[config.mk]
export PLATFORM = sky130hd
export DESIGN_NAME = game_sequencer
export DESIGN_NICKNAME = d
export VERILOG_FILES = /design/src/rtl/game_sequencer.sv
export SDC_FILE = /design/constraint.sdc
export NUM_CORES = 1
export LEC_CHECK = 0
export ABC_AREA = 1
export BUFFER_PORTS_ARGS = -buffer_cell sky130_fd_sc_hd__buf_4
export CAP_MARGIN = 20
export CORE_MARGIN = 2
export CORE_UTILIZATION = 45
export DETAILED_ROUTE_END_ITERATION = 10
export GPL_ROUTABILITY_DRIVEN = 0
export PLACE_DENSITY = 0.75
export SLEW_MARGIN = 20
export SYNTH_ARGS = -nofsm -noshare
export SYNTH_HDL_FRONTEND = slang
export SYNTH_SLANG_ARGS = --single-unit
export TNS_END_PERCENT = 20
[constraint.sdc]
create_clock -name clk -period 2.4 [get_ports clk]
set_clock_uncertainty 0.2 [all_clocks]
set_input_delay 0.36 -clock clk [delete_from_list [all_inputs] [get_ports clk]]
set_output_delay 0.36 -clock clk [all_outputs]
set_load 0.02 [all_outputs]
[src/rtl/game_sequencer.sv]
// Runner-game sequencer: IDLE/RUN/DEAD state machine that moves the obstacle,
// detects dino collisions, keeps a BCD score and ramps obstacle speed.
module game_sequencer #(
    parameter logic [6:0] OBST_START = 7'd127,
    parameter logic [6:0] DINO_X     = 7'd8,
    parameter logic [6:0] DINO_W     = 7'd8,
    parameter logic [5:0] OBST_H     = 6'd10,
    parameter logic [3:0] SPEED_STEP = 4'd5,
    parameter logic [2:0] MAX_SPEED  = 3'd4,
    parameter logic [5:0] DEAD_HOLD  = 6'd30
) (
    input  logic        clk,
    input  logic        rst_n,
    input  logic        frame_tick,
    input  logic        btn,
    input  logic [5:0]  dino_y,
    output logic [1:0]  game_state,
    output logic [6:0]  obstacle_x,
    output logic [2:0]  speed,
    output logic [15:0] score,
    output logic        game_over
);

    typedef enum logic [1:0] {
        IDLE = 2'd0,
        RUN  = 2'd1,
        DEAD = 2'd2
    } state_t;

    state_t      state, state_nxt;
    logic [6:0]  obstacle_x_nxt;
    logic [2:0]  speed_nxt;
    logic [15:0] score_nxt;
    logic        game_over_nxt;
    logic [3:0]  step_cnt, step_cnt_nxt, step_inc;
    logic [5:0]  hold_cnt, hold_cnt_nxt;
    logic        btn_q;
    logic        btn_edge;
    logic        collide;

    // Packed-BCD increment with per-digit carry, saturating at 9999.
    function automatic logic [15:0] bcd_inc(input logic [15:0] v);
        logic [15:0] r;
        logic        c;
        logic [3:0]  d;
        r = v;
        c = 1'b1;
        if (v != 16'h9999) begin
            for (int i = 0; i < 4; i++) begin
                d = v[4*i +: 4];
                if (c) begin
                    if (d == 4'd9) begin
                        d = 4'd0;
                    end else begin
                        d = d + 4'd1;
                        c = 1'b0;
                    end
                end
                r[4*i +: 4] = d;
            end
        end
        return r;
    endfunction

    assign btn_edge = btn & ~btn_q;
    assign collide  = (obstacle_x >= DINO_X) &&
                      (obstacle_x <= 7'(DINO_X + DINO_W - 7'd1)) &&
                      (dino_y < OBST_H);
    assign step_inc = step_cnt + 4'd1;

    always_ff @(posedge clk or negedge rst_n) begin
        if (!rst_n) begin
            state      <= IDLE;
            obstacle_x <= OBST_START;
            speed      <= 3'd1;
            score      <= 16'h0000;
            game_over  <= 1'b0;
            step_cnt   <= 4'd0;
            hold_cnt   <= 6'd0;
            btn_q      <= 1'b0;
        end else begin
            state      <= state_nxt;
            obstacle_x <= obstacle_x_nxt;
            speed      <= speed_nxt;
            score      <= score_nxt;
            game_over  <= game_over_nxt;
            step_cnt   <= step_cnt_nxt;
            hold_cnt   <= hold_cnt_nxt;
            btn_q      <= btn;
        end
    end

    always_comb begin
        state_nxt      = state;
        obstacle_x_nxt = obstacle_x;
        speed_nxt      = speed;
        score_nxt      = score;
        game_over_nxt  = 1'b0;
        step_cnt_nxt   = step_cnt;
        hold_cnt_nxt   = hold_cnt;
        case (state)
            IDLE: begin
                if (btn_edge) begin
                    state_nxt      = RUN;
                    obstacle_x_nxt = OBST_START;
                    speed_nxt      = 3'd1;
                    score_nxt      = 16'h0000;
                    step_cnt_nxt   = 4'd0;
                end
            end
            RUN: begin
                // Collision is judged on the pre-move obstacle position.
                if (frame_tick) begin
                    if (collide) begin
                        state_nxt     = DEAD;
                        game_over_nxt = 1'b1;
                        hold_cnt_nxt  = 6'd0;
                    end else if (obstacle_x >= 7'(speed)) begin
                        obstacle_x_nxt = obstacle_x - 7'(speed);
                    end else begin
                        obstacle_x_nxt = OBST_START;
                        score_nxt      = bcd_inc(score);
                        if (step_inc == SPEED_STEP) begin
                            step_cnt_nxt = 4'd0;
                            if (speed < MAX_SPEED) begin
                                speed_nxt = speed + 3'd1;
                            end
                        end else begin
                            step_cnt_nxt = step_inc;
                        end
                    end
                end
            end
            DEAD: begin
                if (btn_edge && (hold_cnt == DEAD_HOLD)) begin
                    state_nxt      = RUN;
                    obstacle_x_nxt = OBST_START;
                    speed_nxt      = 3'd1;
                    score_nxt      = 16'h0000;
                    step_cnt_nxt   = 4'd0;
                end else if (frame_tick && (hold_cnt < DEAD_HOLD)) begin
                    hold_cnt_nxt = hold_cnt + 6'd1;
                end
            end
            default: state_nxt = IDLE;
        endcase
    end

    assign game_state = state;

endmodule

== Yosys cells after proc, flatten, opt, wreduce, memory -nomap -nowiden ==
Cells that the tools add are included.

* Add/subtract/negate cells: 8
* Order comparisons: 6
* Equality and inequality tests: 23
* Multiplexer cells: 68
* Bitwise gates (word level): 2
* Reductions and logical operators: 16

{| class="wikitable"
|+ Operators with widths
! cell !! number
|-
| 16-bit two-way mux || 6
|-
| 4-bit two-way mux || 13
|-
| 16-bit one-hot mux with 3 select lines || 1
|-
| 7-bit two-way mux || 5
|-
| 8-bit AND reduction || 4
|-
| 2-bit inequality test (second input constant) || 14
|-
| 6-bit two-way mux || 4
|-
| 1-bit two-way mux || 23
|-
| 3-bit two-way mux || 7
|-
| 7-bit one-hot mux with 3 select lines || 1
|-
| 4-bit by 1-bit adder with 4-bit output (second input constant) || 5
|-
| 4-bit equality test (second input constant) || 4
|-
| 16-bit inequality test (second input constant) || 1
|-
| 4-bit one-hot mux with 3 select lines || 1
|-
| 6-bit one-hot mux with 2 select lines || 1
|-
| 5-bit AND reduction || 2
|-
| 3-bit one-hot mux with 3 select lines || 1
|-
| 2-bit two-way mux || 4
|-
| 7-bit by 3-bit >= comparator with 1-bit output || 1
|-
| 7-bit by 4-bit >= comparator with 1-bit output (second input constant) || 1
|-
| 7-bit by 4-bit less-or-equal comparator with 1-bit output (second input constant) || 1
|-
| 7-bit AND reduction || 1
|-
| 7-bit by 3-bit subtractor with 7-bit output || 1
|-
| 6-bit by 1-bit adder with 6-bit output (second input constant) || 1
|-
| other kinds (17) || 20
|}

* Flip-flop bits (word level): 40
* Input bits: 10
* Output and inout port bits: 29
* Logic and storage cells: 134

== Depth between registers and ports, before layout ==
* Depth in word-level cells: 25
* Gate-level depth with buffers: 13
* Gate-level depth less buffers: 12

== Least setup slack after synthesis ==
No wires, ideal clock.

* Path kind: reg2reg
* Start: register speed[2]
* End: register score[8]
* Library setup time: 118 ps
* Arrival: 1,843 ps
* Required time: 2,082 ps
* Path slack: 240 ps
* Cell stages (with the launch flop): 14
* Buffers on the path: 1
* Period minus slack after synthesis: 2,160 ps
* Cell sequence: dfrtp_1 > inv_1 > ha_1 > nand2_1 > nand2_1 > nor2_2 > nand2_2 > nand2_2 > nand2_2 > nor2_4 > buf_8 > nand2_4 > nand2_1 > nand2_1

* Longest elaborated chain between the ends: 3

{| class="wikitable"
|+ RTL lines
! what !! line !! text
|-
| start, declared || 19 || <nowiki>output logic [2:0] speed,</nowiki>
|-
| start signal, assigned || 84 || <nowiki>speed <= speed_nxt;</nowiki>
|-
| 7-bit by 3-bit >= comparator with 1-bit output || 118 || <nowiki>end else if (obstacle_x >= 7'(speed)) begin</nowiki>
|-
| 2-bit inequality test (no line) || - ||
|-
| 8-bit AND reduction (no line) || - ||
|-
| end signal, assigned || 85 || <nowiki>score <= score_nxt;</nowiki>
|-
| end, declared || 20 || <nowiki>output logic [15:0] score,</nowiki>
|}

Every way passes these cells.
A chain may end at the register's enable or synchronous reset.

== Final worst setup path ==
* Start: register obstacle_x[2]
* End: register score[14]

* Longest elaborated chain between the ends: 5
* Elaborated cells on any way between the ends: 8
* Classes of those cells: order compare (3); eq/ne (2); reduce/logical (3)

{| class="wikitable"
|+ RTL lines
! what !! line !! text
|-
| start, declared || 18 || <nowiki>output logic [6:0] obstacle_x,</nowiki>
|-
| start signal, assigned || 83 || <nowiki>obstacle_x <= obstacle_x_nxt;</nowiki>
|-
| 7-bit by 4-bit >= comparator with 1-bit output or 7-bit by 4-bit less-or-equal comparator with 1-bit output (tied branches) || 66, 67 ||
|-
| 1-bit logical AND || 66 || <nowiki>assign collide = (obstacle_x >= DINO_X) &&</nowiki>
|-
| 1-bit logical AND || 67 || <nowiki>(obstacle_x <= 7'(DINO_X + DINO_W - 7'd1)) &&</nowiki>
|-
| 2-bit inequality test (no line) || - ||
|-
| 8-bit AND reduction (no line) * || - ||
|}

Mark *: on every way between the ends. The rest lies on a longest branch, timed or not.

==> impl_metrics.env <==
export IMPL_grt_usage_pct=18.0
export IMPL_routedWlPerCell_um=11.5
export IMPL_cpPeakStageDelay_ns=0.56
export IMPL_finalHoldViolations=0
export IMPL_worst_r2r_cell_count=13
export IMPL_rsz0062_at_grt="no"
export IMPL_portBuffers=37
export IMPL_tightest_slew_ns=0.520
export IMPL_p_seq_share_pct=32.9
export IMPL_power_frac_comb_pct=53.3
export IMPL_p_total_uw=3440
export IMPL_path_depth=13
export IMPL_antenna_found_initial=0
export IMPL_finalCritPeriodShare_pct=93.0
export IMPL_netlist_instances=349
export IMPL_via_per_inst=4.93
export IMPL_period_minus_slack_ns=2.23
export IMPL_setup_viol=0
export IMPL_yosysSeqAreaShare_pct=38.6
export IMPL_dp_hpwl_um=3850
export IMPL_clockBufferDepth=2
export IMPL_setup_ws_ns=0.168
export IMPL_synth_edf_count=0
export IMPL_min_from="frame_tick"
export IMPL_drt_total_wl_um=5440
export IMPL_leakage_uw=0.00166
export IMPL_worstHoldPathCells=3
export IMPL_avgSynthCellArea_um2=7.50
export IMPL_ant_nets=0
export IMPL_grt_max_degree=41
export IMPL_hold_ws_ns=0.167
export IMPL_grt_pass1_wl_um=9340
export IMPL_drive_above_1_share_pct=20.9
export IMPL_worstSetupEndpointType="register"
export IMPL_numClockSinks=40
export IMPL_required_ns=2.39
export IMPL_core_um2=5570
export IMPL_crit_top_cell="nand2_1"
export IMPL_cts_root_buf="clkbuf_8"
export IMPL_cts_tree="built"
export IMPL_critical_path_buf_inv_count=2
export IMPL_dp_slack_ns=0.103
export IMPL_path_cells="ha_1 > nand2_1 > nand2_1 > nor2_2 > nand2_2 > nand2_2 > nand2_2 > nor2_4 > buf_12 > buf_12 > nand2_4 > nand2_1 > nand2_1"
export IMPL_ir_drop_mv=0.582
export IMPL_grt_overflow=0
export IMPL_max_clock_freq_mhz=448
export IMPL_cp_top_family="simple AND/OR/NAND/NOR gates"
export IMPL_drc=0
export IMPL_yosysUniqueCellTypes=28
export IMPL_crit_path_max_fanout=9
export IMPL_multi_input_area_um2=1420
export IMPL_area_sequential_um2=1010
export IMPL_synth_area_um2=2620
export IMPL_synthArstFlopShare_pct=100
export IMPL_slew_viol_final=0
export IMPL_rows=27
export IMPL_layout_nets=427
export IMPL_die_w_um=80.3
export IMPL_power_density_nw_per_um2=1090
export IMPL_synthesis_nets=376
export IMPL_hold_end="game_over"
export IMPL_die_y_um=80.3
export IMPL_status="finished clean"
export IMPL_cp_slowest_cell="dfstp_2"
export IMPL_num_io_pins=39
export IMPL_finalSetupTns_ns=0
export IMPL_nFillCells=521
export IMPL_reg2reg_from="obstacle_x[2]"
export IMPL_path_class="register to register"
export IMPL_vias=2332
export IMPL_grt_pass1_vias=2126
export IMPL_maxSlewHeadroom_pct=65.3
export IMPL_die_area_um2=6440
export IMPL_fin_util_pct=56.8
export IMPL_ys_ff_latch=40
export IMPL_ys_flop_type="dfrtp_1"
export IMPL_start_util_pct=46.9
export IMPL_htreeDepth=2
export IMPL_clk_pin_slew_worst_paths_ns=0.08
export IMPL_num_antenna_cells=0
export IMPL_area_growth_pct=21.0
export IMPL_rr_endpoint="score[14]"
export IMPL_hp_class="input port to register"
export IMPL_power_switching_uw=1570
export IMPL_ys_warn_count=0
export IMPL_drt_iter0_drc=110
export IMPL_internal_power_uw=1870
export IMPL_clk_latency_ns=0.30
export IMPL_switching_share_pct=45.6
export IMPL_crit_arrival_ns=2.22
export IMPL_cp_start_kind="register"
export IMPL_clkPwrFrac_pct=13.8
export IMPL_detail_route_first_pass_iterations=4
export IMPL_drv_cap=0
export IMPL_reg2reg_slack_ns=0.17
export IMPL_cts_inserted_buffers=5
==> power by group through the flow <==
| stage | clock (uW) | combinational, uW | sequential [uW] |
|---|---|---|---|
| floorplan | 0 | 1040 | 1290 |
| global placement | 0 | 1680 | 1140 |
| detailed placement | 0 | 1720 | 1150 |
| CTS | 492 | 1730 | 1140 |
| global route | 515 | 2070 | 1170 |
| finish | 474 | 1830 | 1130 |
==> placed cells by master, fill, tap and decap left out <==
cell type,Yosys,routed
inv_1,34,34
nor2_4,2,2
nand2_1,101,101
dlygate4sd3_1,0,2
o21ai_4,1,1
clkbuf_8,0,6
o21ai_1,3,3
nor2_2,2,2
xnor2_1,6,6
fa_1,1,1
buf_4,1,42
inv_2,4,4
ha_1,16,16
nand2_2,8,8
a21oi_1,3,3
clkbuf_16,0,1
buf_12,0,2
dfrtp_1,32,32
nand4_1,11,11
nand3_1,37,37
clkinv_2,0,2
dfstp_2,8,8
nor2_1,46,46
o21ai_0,15,15
o21ai_2,1,1
nand2_4,4,4
a21o_1,1,1
a21boi_1,1,1
xor2_1,5,5
nand3b_1,2,2
buf_6,2,1
nor3_1,1,1
==> worst register-to-register path, stage by stage (launching register included) <==
cell	delay, ns
dfstp_2	0.56
ha_1	0.28
nand2_1	0.08
nand2_1	0.06
nor2_2	0.16
nand2_2	0.08
nand2_2	0.07
nand2_2	0.06
nor2_4	0.12
buf_12	0.14
buf_12	0.13
nand2_4	0.06
nand2_1	0.06
nand2_1	0.05
==> state kept, by name, summed over array words and instances, names as in the netlist <==
signal / cells
speed: 3
step_cnt: 4
obstacle_x: 7
score: 16
game_state: 2
game_over: 1
hold_cnt: 6
btn_q: 1
==> worst max path at each step <==
stage | startpoint | end | slack, ns
2_1_floorplan | speed[2] | score[8] | 0.24
3_3_place_gp | obstacle_x[2] | score[1] | 0.16
3_5_place_dp | obstacle_x[2] | score[0] | 0.10
4_1_cts | obstacle_x[2] | score[0] | 0.10
5_1_grt | obstacle_x[2] | score[11] | 0.03
6_report | obstacle_x[2] | score[14] | 0.17
==> metrics by stage <==
step | cell area (um2) | instances
after global routing | 3170 | 473
after detailed placement | 2990 | 459
after floorplan | 2620 | 349
after global placement | 2990 | 459
final | 3170 | 473
after CTS | 3100 | 469
==> synth_stat cells, drive strengths merged, types with 2 or more instances <==
| cell type | count | area [um2] |
|---|---|---|
| nand4 | 11 | 68.8 |
| buf | 4 | 45.0 |
| o21ai | 20 | 115 |
| inv | 38 | 143 |
| xor2 | 5 | 43.8 |
| dfstp | 8 | 210 |
| nand3b | 2 | 15.0 |
| nor2 | 50 | 208 |
| nand2 | 113 | 474 |
| a21oi | 3 | 15.0 |
| nand3 | 37 | 185 |
| ha | 16 | 200 |
| xnor2 | 6 | 52.6 |
| dfrtp | 32 | 801 |
==> layout make-up <==
class	count	area share, %
multi-input cells	267	44.8
inverters	38	4.51
clock buffers	6	2.61
repair buffers	48	13.0
flip-flops and latches	40	31.9
well taps	72	2.85
clock inverters	2	0.316
==> cell families (layout without fill, tap and decap cells) <==
logic type	count (synthesis)	count (layout)	share of synthesized area, %
buffers and inverters	42	94	7.17
AND/OR/NAND/NOR	214	214	36.5
XOR/XNOR	11	11	3.68
AO/OA/AOI/OAI	25	25	5.55
adder cells (fa/ha/maj)	17	17	8.42
flip-flops	40	40	38.6
==> layer usage <==
metal  vias to the layer above  wire length (um)  global-route usage (%)  share of wire (%)
met3                         4               218                    3.71                4.0
met1                      1073              2610                    23.5                 48
met4                         0                30                    5.25               0.55
li1                       1213                 -                       -                  -
met2                        42              2580                    30.2                 47
met5                         -                 0                       0                  0
==> repair_timing <==
action	4_1_cts	5_1_grt
hold endpoints to repair	33	0
resized for setup	0	1
hold buffers	2	0
buffers inserted	0	3
endpoints found under the setup margin	0	10
Power figures use the tool's default switching activity.
